### config.mk
export PLATFORM = sky130hd
export DESIGN_NAME = ddc_config_seq
export DESIGN_NICKNAME = d
export VERILOG_FILES = /design/src/rtl/ddc_config_seq.sv
export SDC_FILE = /design/constraint.sdc
export NUM_CORES = 1
export LEC_CHECK = 0
export CAP_MARGIN = 20
export CORE_MARGIN = 8
export CORE_UTILIZATION = 45
export DETAILED_ROUTE_END_ITERATION = 12
export GPL_TIMING_DRIVEN = 0
export PLACE_DENSITY = 0.75
export SLEW_MARGIN = 20
export SYNTH_ARGS = -nofsm -noshare
export SYNTH_HDL_FRONTEND = slang
export SYNTH_SLANG_ARGS = --single-unit
export TNS_END_PERCENT = 10
### constraint.sdc
create_clock -name clk -period 1.7 [get_ports clk]
set_input_delay 0.34 -clock clk [delete_from_list [all_inputs] [get_ports clk]]
set_output_delay 0.34 -clock clk [all_outputs]
set_load 0.02 [all_outputs]
### src/rtl/ddc_config_seq.sv
// Configuration sequencer for the DDC chain: clears the stage parameter registers,
// streams host frames onto the shared parameter bus, then commits and starts the NCO.
module ddc_config_seq #(
    parameter int COEBITWIDTH = 16,
    parameter int MAXWORDS    = 64,
    parameter int CLRCYCLES   = 4,
    parameter int STAGES      = 8
) (
    input  logic                   clk,
    input  logic                   rst,
    input  logic                   cfg_start,
    input  logic [COEBITWIDTH-1:0] cfg_data,
    input  logic                   cfg_valid,
    output logic                   cfg_ready,
    output logic [COEBITWIDTH-1:0] param_bus,
    output logic [STAGES-1:0]      stage_ind,
    output logic                   config_sync,
    output logic                   param_clr_n,
    output logic                   start_n,
    output logic                   busy,
    output logic                   done,
    output logic                   err
);

    localparam int N_W   = COEBITWIDTH - 4;
    localparam int SEL_W = $clog2(STAGES);
    localparam int CNT_W = $clog2(MAXWORDS + 1);
    localparam int CLR_W = $clog2(CLRCYCLES + 1);

    localparam logic [N_W-1:0] MAX_N      = N_W'(MAXWORDS);
    localparam logic [4:0]     NUM_STAGES = 5'(STAGES);

    typedef enum logic [2:0] {
        IDLE,
        CLR,
        HDR,
        DATA,
        SYNC,
        START,
        ERR
    } state_t;

    state_t             state;
    logic [CLR_W-1:0]   clr_cnt;
    logic [CNT_W-1:0]   word_cnt;
    logic [SEL_W-1:0]   stage_id;

    logic [3:0]         hdr_id;
    logic [N_W-1:0]     hdr_n;
    logic               is_marker;
    logic               hdr_ok;
    logic               accept;

    // Header fields: stage id in the top nibble, payload word count below it.
    always_comb begin
        hdr_id    = cfg_data[COEBITWIDTH-1 -: 4];
        hdr_n     = cfg_data[N_W-1:0];
        is_marker = (hdr_id == 4'hF);
        hdr_ok    = ({1'b0, hdr_id} < NUM_STAGES) && (hdr_n != '0) && (hdr_n <= MAX_N);
        accept    = cfg_valid & cfg_ready;
    end

    // NOTE: every output is a register updated with non-blocking assignments, so the
    // whole next state is computed from this cycle's values and outputs never glitch.
    always_ff @(posedge clk or negedge rst) begin
        if (!rst) begin
            state       <= IDLE;
            clr_cnt     <= '0;
            word_cnt    <= '0;
            stage_id    <= '0;
            cfg_ready   <= 1'b0;
            param_bus   <= '0;
            stage_ind   <= '0;
            config_sync <= 1'b0;
            param_clr_n <= 1'b1;
            start_n     <= 1'b0;
            busy        <= 1'b0;
            done        <= 1'b0;
            err         <= 1'b0;
        end else begin
            // Single-cycle pulses default low; only a transfer or commit raises them.
            stage_ind   <= '0;
            config_sync <= 1'b0;
            done        <= 1'b0;

            case (state)
                IDLE: begin
                    if (cfg_start) begin
                        busy        <= 1'b1;
                        err         <= 1'b0;
                        start_n     <= 1'b0;
                        param_clr_n <= 1'b0;
                        clr_cnt     <= CLR_W'(CLRCYCLES - 1);
                        state       <= CLR;
                    end
                end

                CLR: begin
                    if (clr_cnt == '0) begin
                        param_clr_n <= 1'b1;
                        cfg_ready   <= 1'b1;
                        state       <= HDR;
                    end else begin
                        clr_cnt <= clr_cnt - CLR_W'(1);
                    end
                end

                HDR: begin
                    if (accept) begin
                        if (is_marker) begin
                            cfg_ready <= 1'b0;
                            state     <= SYNC;
                        end else if (hdr_ok) begin
                            stage_id <= hdr_id[SEL_W-1:0];
                            word_cnt <= hdr_n[CNT_W-1:0];
                            state    <= DATA;
                        end else begin
                            cfg_ready <= 1'b0;
                            state     <= ERR;
                        end
                    end
                end

                DATA: begin
                    if (accept) begin
                        param_bus <= cfg_data;
                        stage_ind <= STAGES'(1) << stage_id;
                        word_cnt  <= word_cnt - CNT_W'(1);
                        if (word_cnt == CNT_W'(1)) begin
                            state <= HDR;
                        end
                    end
                end

                // The final indicator beat lands during this cycle; commit right after.
                SYNC: begin
                    config_sync <= 1'b1;
                    state       <= START;
                end

                START: begin
                    start_n <= 1'b1;
                    done    <= 1'b1;
                    busy    <= 1'b0;
                    state   <= IDLE;
                end

                ERR: begin
                    err   <= 1'b1;
                    busy  <= 1'b0;
                    state <= IDLE;
                end

                default: state <= IDLE;
            endcase
        end
    end

endmodule

== Word-level counts from Yosys, hierarchy flattened ==
Index checks and enable logic that the tools add are counted.
Cells by class
  multiplexer cells: 31
  bitwise gates (word level): 2
  equality and inequality tests: 17
  shift operators: 1
  reductions and logical operators: 22
  magnitude comparators: 2
  $add $sub $neg: 2
Operators by type and width (count)
  7-bit 2-to-1 mux: 4
  3-bit 2-to-1 mux: 9
  8-bit 2-to-1 mux: 2
  2-bit inequality test, second input constant: 8
  3-bit one-hot mux with 5 select lines: 1
  7-bit one-hot mux with 2 select lines: 1
  12-bit by 7-bit <= comparator with 1-bit output, second input constant: 1
  12-bit nonzero test: 1
  2-bit nonzero test: 6
  1-bit one-hot mux with 2 select lines: 5
  5-bit AND reduction: 2
  3-bit == test, second input constant: 3
  1-bit 2-to-1 mux: 8
  2-bit AND reduction: 4
  4-bit AND reduction: 2
  1-bit by 3-bit left shift with 8-bit output, first input constant: 1
  7-bit by 1-bit == test with 1-bit output, second input constant: 1
  7-bit by 1-bit subtractor with 7-bit output, second input constant: 1
  3-bit by 2-bit == test with 1-bit output, second input constant: 2
  3-bit zero test: 2
  3-bit one-hot mux with 2 select lines: 1
  3-bit AND reduction: 2
  4-bit == test, second input constant: 1
  4-bit less-than comparator, second input constant: 1
  7 further kinds: 8
Word-level totals
  word-level logic and storage cells: 90
  flip-flop bits (word level): 47
  output and inout port bits: 31
  input port bits: 20

== Logic depth before layout (Yosys ltp) ==
Gate-level depths: netlist (run 1).
  word-level depth: 7
  mapped depth: 6
  gate-level depth less buffers: 6

== Worst setup path before layout (run 1) ==
No wires, ideal clock.
  path type: register to register
  start point: reg cfg_ready
  end point: reg param_bus[0]
  path buffers: 1
  library setup time: 125 ps
  setup slack: -170 ps
  required time: 1575 ps
  period minus slack after synthesis: 1870 ps
  stages on the path, launching flop included: 5
  arrival: 1745 ps
  cells stage by stage: dfrtp_1 nand4b_1 nor2_2 buf_2 mux2_2
Between the ends
  longest elaborated chain between the ends: 2
Ends and longest elaborated chain
  start, declared: line 14  | output logic cfg_ready,
  start signal, assigned: line 71  | cfg_ready <= 1'b0;
  start signal, assigned: line 101  | cfg_ready <= 1'b1;
  start signal, assigned: line 111  | cfg_ready <= 1'b0;
  1-bit AND: line 60  | accept = cfg_valid & cfg_ready;
  2-bit AND reduction (no source line)
  end signal, assigned: line 126  | param_bus <= cfg_data;
  end, declared: line 15  | output logic [COEBITWIDTH-1:0] param_bus,
No other way between the ends.
A chain may end at the register's enable or synchronous reset.

== Worst setup path after layout (run 1) ==
  start point: in cfg_data[8]
  end point: reg stage_id[2]
Between the ends
  longest elaborated chain between the ends: 4
  elaborated cells on any way between the ends: 5
  classes of those cells: order compare: 1; reduce/logical: 4
Ends and longest elaborated chain
  start, declared: line 12  | input logic [COEBITWIDTH-1:0] cfg_data,
  branches (longest 2 deep; another with 12-bit by 7-bit <= comparator with 1-bit output)
  1-bit logical AND *: line 59  | hdr_ok = ({1'b0, hdr_id} < NUM_STAGES) && (hdr_n != '0) && (hdr_n <= MAX_N);
  4-bit AND reduction (no source line) *
  end signal, assigned: line 114  | stage_id <= hdr_id[SEL_W-1:0];
  end, declared: line 46  | logic [SEL_W-1:0] stage_id;
Every way passes the cells marked *.

==> results of run 1 <==
## power groups by stage
stage,logic [mW],registers [mW],clock network (mW)
after detailed placement,1.95,1.70,0
final,2.16,1.70,0.999
after global routing,2.32,1.75,1.05
after CTS,1.97,1.69,1.02
after floorplan,0.911,1.95,0
after global placement,1.92,1.69,0
## synth_stat cells, types with 2 or more instances
| library cell | number | area [µm²] |
|---|---|---|
| sky130_fd_sc_hd__a21boi_0 | 2 | 15.0 |
| sky130_fd_sc_hd__a21oi_1 | 10 | 50.1 |
| sky130_fd_sc_hd__a22o_1 | 2 | 17.5 |
| sky130_fd_sc_hd__a2bb2oi_1 | 2 | 17.5 |
| sky130_fd_sc_hd__a41oi_1 | 2 | 17.5 |
| sky130_fd_sc_hd__buf_2 | 2 | 10.0 |
| sky130_fd_sc_hd__clkbuf_1 | 5 | 18.8 |
| sky130_fd_sc_hd__dfrtp_1 | 46 | 1150 |
| sky130_fd_sc_hd__ha_1 | 4 | 50.1 |
| sky130_fd_sc_hd__inv_1 | 9 | 33.8 |
| sky130_fd_sc_hd__mux2_2 | 19 | 214 |
| sky130_fd_sc_hd__mux2i_1 | 2 | 20.0 |
| sky130_fd_sc_hd__nand2_1 | 8 | 30.0 |
| sky130_fd_sc_hd__nand2b_1 | 3 | 18.8 |
| sky130_fd_sc_hd__nand3b_1 | 2 | 15.0 |
| sky130_fd_sc_hd__nand4_1 | 6 | 37.5 |
| sky130_fd_sc_hd__nor2_1 | 13 | 48.8 |
| sky130_fd_sc_hd__nor2b_1 | 4 | 25.0 |
| sky130_fd_sc_hd__nor3_1 | 10 | 50.1 |
| sky130_fd_sc_hd__nor3b_1 | 3 | 22.5 |
| sky130_fd_sc_hd__nor4_1 | 3 | 18.8 |
| sky130_fd_sc_hd__o211ai_1 | 3 | 22.5 |
| sky130_fd_sc_hd__o21ai_0 | 10 | 50.1 |
| sky130_fd_sc_hd__o31ai_1 | 3 | 22.5 |
| sky130_fd_sc_hd__o41ai_1 | 2 | 17.5 |
## flip-flops by register name, indices dropped and copies added (netlist names), 3 cells and up
signal,flops
clr_cnt,3
param_bus,16
stage_id,3
stage_ind,8
state,3
word_cnt,7
## worst min-delay path by stage
stage	to
4_1_cts	param_bus[7]$_DFFE_PN0P_
2_1_floorplan	busy$_DFFE_PN0P_
3_5_place_dp	stage_ind[5]$_DFF_PN0_
6_report	param_bus[7]$_DFFE_PN0P_
3_3_place_gp	start_n$_DFFE_PN0P_
5_1_grt	param_bus[7]$_DFFE_PN0P_
## area by class of cell
class,instances,area [µm²]
Clock buffer,5,68.8
Multi-Input combinational cell,142,1170
Inverter,9,33.8
Sequential cell,47,1180
Clock inverter,3,71.3
Fill cell,419,1820
Buffer,6,37.5
Timing Repair Buffer,62,577
Tap cell,70,87.6
## kinds of logic (layout without fill, tap and decap cells)
logic type / Yosys count / in the layout
simple gates: 65 / 65
compound gates: 52 / 52
flops: 47 / 47
mux: 21 / 21
buf+inv: 17 / 85
fa+ha+maj: 4 / 4
## metal layers
layer / global-route usage, % / part of all wire [%]
met1: 20.0 / 43
met2: 25.2 / 49
met3: 3.56 / 6.2
met4: 5.63 / 1.7
met5: 0 / 0
## repair_timing
action | in CTS | in global routing
buffers inserted | 7 | 3
setup endpoints to repair | 39 | 39
endpoints found under the hold margin | 15 | 0
resized for setup | 40 | 31
pin swaps | 10 | 11
hold buffers | 1 | 0
==> summary by stage, run 1 <==
Placed design
Detailed placement finished with a half-perimeter wire length of about 4100 µm. The count of buffers added on input and output ports is 50. The area after detailed placement is 2930 µm².

The total instance count after detailed placement is 327. Timing analysis after detailed placement gives a worst setup slack of -0.853 ns. The weighted congestion at the end of routability-driven global placement is 0.863.

Critical path
The slowest stage cell on the critical path is sky130_fd_sc_hd__or4_4. The worst setup path category is in2reg. The dominant cell type by count on the critical path is sky130_fd_sc_hd__buf_6. The worst setup path is launched from an input pin. Along the worst path, the maximum fanout reaches 3.

The end of the worst register-to-register path is state[1]$_DFFE_PN0P_. The critical path ends at stage_id[2]$_DFFE_PN0P_. The number of cells on the worst reg-to-reg path is 6.

The endpoint arrival time on the critical path is 1.97 ns. Broken down by cell family, the worst path's largest delay share belongs to simple AND/OR/NAND/NOR gates. The category of the worst setup path capture point is a register. Counting both buffers and inverters, the worst setup path holds a total of 3. The worst stage delay on the critical path is 0.55 ns.

Across all register-to-register paths, the minimum setup slack is 0 ns. The required arrival time at the worst endpoint is 1.90 ns. The most critical setup path has its startpoint at cfg_data[8].

The number of stages on the worst setup path is 7. Walking the worst path, the cells encountered are buf_6, or4_4, buf_6, a2111oi_4, o211ai_1, buf_4, mux2_4. The launch point of the worst reg-to-reg path is word_cnt[1]$_DFFE_PN0P_.

Yosys
The dominant combinational cell family by area after synthesis is compound AO/OA/AOI/OAI gates. The share of the Yosys chip area taken by registers is between 50% and 60%. Counting flops and latches in the post-synthesis netlist gives 47. Synthesis produced a netlist with a net count of 230. Multiplexer cells account for 10.1% of the synthesized area. After Yosys synthesis, XOR and XNOR cells account for 0% of the synthesized area.

The fraction of the mapped netlist area in simple logic gates is 16.5%. The cell count after synthesis is 206. Yosys printed 0 warnings. The synthesized netlist devotes under 10% of its cell area to adder and majority cells.

Yosys mapped the design onto 56 distinct sky130hd cell types. The per-instance average area after synthesis is ~11 µm². The flip-flop cell with the highest count after synthesis is sky130_fd_sc_hd__dfrtp_1. The number of flops mapped to enable cells by yosys is 0. Summing the areas of all compound-gate instances in the mapped netlist gives between 15 and 20% of the synthesized area. In this run the cell area of the synthesized design comes to 2320 µm².

The fraction of registers with async set or reset after synthesis is 100%.

Pwr
The proportion of total power due to net switching is 36.7%. VDD sags by at most 0.000978 V. The sequential share of power is 34.9%. For this design the static power due to leakage is 1.41 nW.

The power per cell area is 1510 nW/µm². The design draws 4.85 mW. The share of total power dissipated in combinational logic is 44.5%. Cell internal power was estimated by the tool at 3.07 mW. The power dissipated by switching net loads is 1.78 mW.

The fraction of power consumed by the clock network is roughly 20%.

STA
Measured against its own limit, the worst slew margin works out to 72.3%. After routing, the total negative slack on setup checks comes to -0.181 ns. After layout, the minimum clock period comes to 1.77 ns. Of the available clock period, the critical path in the final layout requires 104%. The final number of hold-violating endpoints was 0. For the pin with the worst max-slew slack, the measured transition is a little over 0.4 ns.

Across the routed clock network, the largest skew measured is 0.00761 ns. Timing would allow up to 564 MHz. The least setup slack across all paths after layout is -0.0733 ns. Final hold analysis gives a worst-case slack of 0.266 ns. The count of pins over their slew limit is 0. Setup violations remaining at the end of the flow were counted as 4. Setup repair after global routing could not meet its margin everywhere.

Routing
After the first detailed-routing iteration, the DRC count stood at 84. The average wire per cell in the routed design is 17.1 µm. In the routed design, unresolved DRC markers number 0. The iteration count of the initial detailed-routing pass is 4. Wires add up to 5890 µm. The remaining antenna violation count is 0. The detailed-route via count is 1926. After detailed routing, the number of vias per cell comes to between 5 and 6.

Finish
At the end of the flow the core is filled with cells to 63.9%. In the layout the commonest cells are sky130_fd_sc_hd__dfrtp_1 (46), sky130_fd_sc_hd__clkdlybuf4s50_1 (34), sky130_fd_sc_hd__mux2_2 (17). Relative to the synthesized area, the layout overhead comes to 38.7%.

The count of non-filler cells in the finished layout is 344. Leaving out fill and tap cells, the most frequent cell in the layout is sky130_fd_sc_hd__dfrtp_1. The final-stage net count is around 300. Of the cells placed in the final design, the portion with a size suffix greater than 1 is 27.7%.

The cell area after layout is 3220 µm². The count of antenna diodes in the layout is 0.

Global route
The number of global-route vias before repair is around 1.9k. The total overflow reported by the global router is 0. The initial antenna violation count was 0. The overall global routing resource usage is 15.7%. Entering global routing, the biggest net connects 33 pins.

The first global-routing pass estimated 9520 µm of wire.

Run status
The flow ran to the end, but the final reports show violations. The final reports fail on negative setup slack.

Min path
The worst hold path belongs to the class in2reg. In this run the most critical hold path is launched from cfg_data[7]. The worst hold path depth is 2.

Floorplan
The initial core utilization is 46.1%. The floorplan step set the die height to 87.9 µm. The floorplan step defined a core boundary enclosing 5040 µm². The width of the die is 87.9 µm. The floorplan step defined a die boundary enclosing 7720 µm². The I/O pin count is 51. The placement row count is 26.

Clock tree
TritonCTS built the clock tree. Clock-pin slew was measured on the worst setup and hold paths at approximately 0.090 ns. The maximum level of the CTS H-tree is 2. The clock latency on the worst-skew pair is 0.31 ns. For this design, the sink count on the clock tree is 47.

The buffer levels on the longest clock path is 2. The clock buffer count from CTS is 5. The tree is rooted in a sky130_fd_sc_hd__clkbuf_8.

Job
The max-cap check violation count is 0.
Power figures use the tool's default switching activity.
==> run 2, diff against run 1 <==
ABC_AREA = 0   (was not set)
==> results of run 2 <==
No change in the layout: final DEF, timing and power equal those of run 1.
==> run 3, diff against run 2 <==
CTS_CLUSTER_DIAMETER = 40   (was not set)
==> results of run 3 <==
No change in the layout: final DEF, timing and power equal those of run 1.
==> RTL edit 1, RTL diff (flow settings as in run 2) <==
Put one more register stage on the output `err`, with the module's reset. The value now appears one clock later. The other outputs are not delayed to match.
--- a/src/rtl/ddc_config_seq.sv
+++ b/src/rtl/ddc_config_seq.sv
@@ -42,2 +42,4 @@
 
+    logic err_s0;
+
     state_t             state;
@@ -78,3 +80,3 @@
             done        <= 1'b0;
-            err         <= 1'b0;
+            err_s0      <= 1'b0;
         end else begin
@@ -89,3 +91,3 @@
                         busy        <= 1'b1;
-                        err         <= 1'b0;
+                        err_s0      <= 1'b0;
                         start_n     <= 1'b0;
@@ -148,3 +150,3 @@
                 ERR: begin
-                    err   <= 1'b1;
+                    err_s0 <= 1'b1;
                     busy  <= 1'b0;
@@ -158,2 +160,10 @@
 
+    always_ff @(posedge clk or negedge rst) begin
+        if (!rst) begin
+            err <= '0;
+        end else begin
+            err <= err_s0;
+        end
+    end
+
 endmodule
Formal check against the unedited RTL: not equivalent (a bounded check fails within 10 cycles, from zero or initial values and one cycle with rst low).
==> RTL edit 1 against run 2 <==
The flow still finishes with violations (negative setup slack); final cell count increased by 6.4%; worst setup slack improved by 0.061 ns; total power decreased by 4.3%; clock skew increased by 0.0023 ns; design area decreased by 4.8%; sequential cell count increased by 1; synthesized area decreased by 5.4%; via count decreased by 3.4%; combinational power decreased by 9.3%; die area decreased by 4.5%; wire length decreased by 8.7%; sequential share of layout area increased by 2.7 points; first-iteration DRC count increased by 30%; utilization increased by 1.0 points; critical endpoint is now stage_id[0]$_DFFE_PN0P_; largest cell class unchanged.
==> RTL edit 1: results (changes against run 2) <==
### Timing
- **max-slew headroom at the worst pin** 63.5%, was 72.3%
- **Final TNS setup** -0.0279 ns, was -0.181 ns
- **Final setup viols** 3, was 4
- **worst setup skew after layout** 0.00990 ns, was 0.00761 ns
- **setup ws final** -0.0122 ns, was -0.0733 ns

### Global routing
- **initial antenna violation count** 0, unchanged
- **largest net degree at the start of global routing** 26, was 33
- **wire length of the first global-routing pass** 8.94 mm, was 9.52 mm
- **overall track demand over capacity in global routing** 15.3%, was 15.7%

### Placed design
- **Setup Slack @ Placement** -0.725 ns, was -0.853 ns
- **dpl cell area** 2800 µm², was 2930 µm²
- **RD Place Congestion** 0.812, was 0.863
- **detailed-placement wirelength estimate** 3.97 mm, was 4.11 mm
- **instance count after placement with tap cells included** 354, was 327

### Route
- **wire per inst** 14.7 µm, was 17.1 µm
- **routed wl met3** 414 µm, was 368 µm
- **initial DRC count** 109, was 84
- **met1 routed wirelength after detailed routing** 2.42 mm, was 2.53 mm
- **metal2 WL** 2.48 mm, was 2.90 mm

### Clock network
- **setup bufs post-CTS** 3, was 7
- **count of instances resized after the clock tree is built** 47, was 40
- **Clock transition at path regs** 0.09 ns, about the same

### Synthesis
- **top cells by area, synth** sky130_fd_sc_hd__dfrtp_1 54%, sky130_fd_sc_hd__nand2_1 10%, sky130_fd_sc_hd__a21oi_1 3.6%, was sky130_fd_sc_hd__dfrtp_1 50%, sky130_fd_sc_hd__mux2_2 9.2%, sky130_fd_sc_hd__a21oi_1 2.2%
- **post-synthesis cell type count** 42, was 56
- **Avg Inst Size Synth** 9.31 µm², was 11.3 µm²
- **syn nets** 260, was 230
- **Warnings, synthesis** 0, unchanged
- **post-synthesis sequential area ratio** 54.7%, was 50.7%
- **synth cell count leaders** 60 x sky130_fd_sc_hd__nand2_1, 47 x sky130_fd_sc_hd__dfrtp_1, 19 x sky130_fd_sc_hd__nor2_1, was 46 x sky130_fd_sc_hd__dfrtp_1, 19 x sky130_fd_sc_hd__mux2_2, 13 x sky130_fd_sc_hd__nor2_1

### Status
- **outcome** finished with violations, unchanged
- **violated checks** negative setup slack, unchanged

### Worst hold path
- **worst hold path type** input pin to asynchronous set/reset pin, was input pin to flip-flop

### Cells and area
- **fraction of layout instances using a drive strength above 1** 17.7%, was 27.7%

### Power
- **highest ir drop seen on vdd** 801 µV, was 978 µV

-- RTL edit 1: layout make-up --
class / instances / area, µm²
fillers: 382 / 1660
flip-flops and latches: 48 / 1200
multi-input cells: 170 / 1020
repair buffers: 57 / 549
clock buffers: 7 / 96.3
well taps: 67 / 83.8
plain buffers: 7 / 48.8
inverters: 9 / 33.8
clock inverters: 1 / 30.0
-- RTL edit 1: metal layers --
layer | global-route usage (%) | up-vias
met1 | 18.6 | 870
met3 | 4.68 | 7
met4 | 5.73 | 0
li1 | - | 925
met2 | 24.7 | 58
met5 | 0 | -
-- RTL edit 1: logic make-up (layout without fill, tap and decap cells) --
group	Yosys count	after routing	synth area share [%]
adders and majority gates	4	4	2.28
xor gates and xnor gates	1	1	0.399
muxes	3	3	1.54
DFF	48	48	54.7
AOI/OAI and AO/OA	47	47	13.3
and+or+nand+nor	115	115	24.4
buffers and inverters	18	81	3.30
-- RTL edit 1: path summary, 6_finish.rpt --
path                                 startpoint                        to  slack (ns)  depth (start not counted)
setup / recovery                    cfg_data[8]   stage_id[0]$_DFFE_PN0P_       -0.01                          6
hold / removal                              rst   word_cnt[3]$_DFFE_PN0P_        0.01                          1
setup reg to reg           state[0]$_DFFE_PN0P_      state[1]$_DFFE_PN0P_        0.03                          6
hold reg to reg              err_s0$_DFFE_PN0P_             err$_DFF_PN0_        0.42                          0
max in group asynchronous                   rst   param_clr_n$_DFFE_PN1P_        1.09                          2
min in group clk                    cfg_data[8]  param_bus[8]$_DFFE_PN0P_        0.22                          3
-- RTL edit 1: power breakdown --
part | switching, mW | internal, mW
registers | 0.277 | 1.51
clock network | 0.375 | 0.519
logic | 1.08 | 0.884
total | 1.73 | 2.91
==> RTL edit 2, RTL diff (settings of run 2) <==
Made on the original files. The parameter `MAXWORDS` goes from 64 to 32.
--- a/src/rtl/ddc_config_seq.sv
+++ b/src/rtl/ddc_config_seq.sv
@@ -4,3 +4,3 @@
     parameter int COEBITWIDTH = 16,
-    parameter int MAXWORDS    = 64,
+    parameter int MAXWORDS    = 32,
     parameter int CLRCYCLES   = 4,
Formal check against the unedited RTL: not equivalent (Yosys sat finds a counterexample within 10 cycles, from zero or initial values and one cycle with rst low).
==> RTL edit 2 against run 2 <==
Wire length decreased by 6.0%; global-route usage shrank 0.10 points; worst setup slack improved by 0.087 ns; sequential cell count down 1; design area decreased by 3.4%; synthesized area shrank 5.5%.
Power is not compared: it rests on default switching activity, and its combinational part moved more than twofold at a synthesized area within 25%.
==> RTL edit 2: results (changes against run 2) <==
### Synthesis
- **Warnings, synthesis** 0, unchanged
- **synth cell count leaders** 62 x sky130_fd_sc_hd__nand2_1, 45 x sky130_fd_sc_hd__dfrtp_1, 12 x sky130_fd_sc_hd__a21oi_1, was 46 x sky130_fd_sc_hd__dfrtp_1, 19 x sky130_fd_sc_hd__mux2_2, 13 x sky130_fd_sc_hd__nor2_1
- **post-synthesis sequential area ratio** 52.5%, was 50.7%
- **top cells by area, synth** sky130_fd_sc_hd__dfrtp_1 51%, sky130_fd_sc_hd__nand2_1 11%, sky130_fd_sc_hd__a21oi_1 2.7%, was sky130_fd_sc_hd__dfrtp_1 50%, sky130_fd_sc_hd__mux2_2 9.2%, sky130_fd_sc_hd__a21oi_1 2.2%
- **syn nets** 249, was 230
- **share of flip-flops with an asynchronous set or reset** 100%, unchanged
- **post-synthesis cell type count** 43, was 56

### Route
- **wire per inst** 15.4 µm, was 17.1 µm
- **router iterations before antenna repair** 4, unchanged
- **ratio of routed vias to standard cells** 5.43, was 5.60
- **initial DRC count** 103, was 84

### Placed design
- **detailed-placement wirelength estimate** 3.87 mm, was 4.11 mm
- **Buffers on Ports** 50, unchanged
- **RD Place Congestion** 0.859, was 0.863

### Global routing
- **initial antenna violation count** 0, unchanged
- **met1 usage** 19.1%, was 20.0%
- **met2 usage in global routing** 26.2%, was 25.2%
- **largest net degree at the start of global routing** 31, was 33
- **number of global-route vias before repair** 1933, was 1907
- **overall track demand over capacity in global routing** 15.5%, was 15.7%
- **wire length of the first global-routing pass** 9.28 mm, was 9.52 mm
- **met3 capacity usage during global routing** 2.87%, was 3.56%

### Power
- **highest ir drop seen on vdd** 339 µV
- **static leakage** 1.43 nW
- **proportion of total power due to net switching** 19.2%

### Cells and area
- **Total Nets Final** 316, was 297
- **number of fill cells in the layout** 373, was 419
- **biggest registers after layout** param_bus (16), stage_ind (8), word_cnt (6), was param_bus (16), stage_ind (8), word_cnt (7)
- **number of antenna diodes** 0, unchanged
- **fraction of layout instances using a drive strength above 1** 19.1%, was 27.7%

### Clock network
- **cts bufs inserted** 5, unchanged
- **number of hold buffers added after CTS** 1, unchanged
- **count of instances resized after the clock tree is built** 34, was 40
- **Clock transition at path regs** 0.08 ns
- **CTS HTree Levels** 2, unchanged
- **Clock Tree Buf Depth** 2, unchanged
- **clock latency reported for the late side of the worst-skew pair** 0.30 ns
- **clk root buf** sky130_fd_sc_hd__clkbuf_8, unchanged
- **setup bufs post-CTS** 5, was 7

### Status
- **outcome** complete, no violations, was finished with violations

### Timing
- **worst setup skew after layout** 0.00486 ns, was 0.00761 ns
- **Least-Margin Pin Slew** 0.492 ns, was 0.410 ns

### Worst setup path
- **crit-path max FO** 5, was 3
- **Slowest cell on crit path** sky130_fd_sc_hd__or4_4, unchanged
- **Crit path largest cell delay** 0.55 ns, about the same
- **cell family with the largest share of critical-path delay** simple AND/OR/NAND/NOR gates, unchanged

### Worst hold path
- **worst hold path type** input pin to flip-flop, unchanged

[RTL edit 2: changes by cell type after synthesis, sizes merged, moves of 3 or more]
cell | before | now
a22oi | 1 | 4
mux2 | 19 | 4
nand2 | 8 | 63
nand3 | 0 | 10
nand4 | 6 | 0
nor2 | 14 | 11
nor3b | 3 | 0
o21ai | 10 | 13
o31ai | 3 | 0
[RTL edit 2: metal layers]
| layer | part of all wire, % | vias to the layer above |
|---|---|---|
| li1 | - | 919 |
| met1 | 44 | 958 |
| met2 | 49 | 69 |
| met3 | 4.7 | 8 |
| met4 | 1.9 | 0 |
| met5 | 0 | - |
[RTL edit 2: per-stage QoR]
step / cells / area [µm²] / util, % / hold WS, ns / setup slack [ns]
final: 360 / 3110 / 65.9 / 0.241 / 0.0140
after global routing: 360 / 3110 / 65.9 / 0.237 / -0.0659
after CTS: 358 / 3030 / 64.1 / 0.266 / -0.00440
after detailed placement: 343 / 2790 / 59.2 / 0.300 / -0.626
after global placement: 342 / 2780 / 58.8 / 0.458 / -0.945
after floorplan: 225 / 2190 / - / 0.0444 / -0.0549
[RTL edit 2: worst paths after layout]
kind / slack [ns] / startpoint / cells after the start / endpoint
worst max-delay path: 0.01 / cfg_data[1] / 6 / stage_id[2]$_DFFE_PN0P_
worst min-delay path: 0.24 / cfg_data[1] / 3 / param_bus[1]$_DFFE_PN0P_
worst max register to register: 0.03 / state[1]$_DFFE_PN0P_ / 6 / state[1]$_DFFE_PN0P_
worst min register to register: 0.48 / param_bus[10]$_DFFE_PN0P_ / 2 / param_bus[10]$_DFFE_PN0P_
max in group asynchronous: 0.70 / rst / 3 / param_bus[4]$_DFFE_PN0P_
min in group asynchronous: 0.51 / rst / 2 / busy$_DFFE_PN0P_
[RTL edit 2: cells by family after synthesis]
logic type	Yosys count	synth area share [%]
and+or+nand+nor	110	25.3
DFF	46	52.5
AOI/OAI and AO/OA	45	14.0
buffers and inverters	14	2.51
muxes	5	3.02
adders and majority gates	4	2.28
xor gates and xnor gates	1	0.399
[RTL edit 2: layout make-up]
class                   count  share of cell area, %
flip-flops and latches     46                   37.0
multi-input cells         166                   34.8
repair buffers             59                   18.7
well taps                  67                   2.69
clock buffers               6                   2.65
clock inverters             2                   1.93
plain buffers               7                   1.29
inverters                   7                  0.965
[RTL edit 2: power by group through the flow]
| stage | registers, mW | logic [mW] | clock network, mW |
|---|---|---|---|
| 5_1_grt | 1.09 | 0.114 | 1.07 |
| 4_1_cts | 1.09 | 0.101 | 1.01 |
| 6_report | 1.09 | 0.104 | 0.990 |
| 3_3_place_gp | 1.12 | 0.100 | 0 |
| 3_5_place_dp | 1.11 | 0.105 | 0 |
| 2_1_floorplan | 1.12 | 0.0146 | 0 |
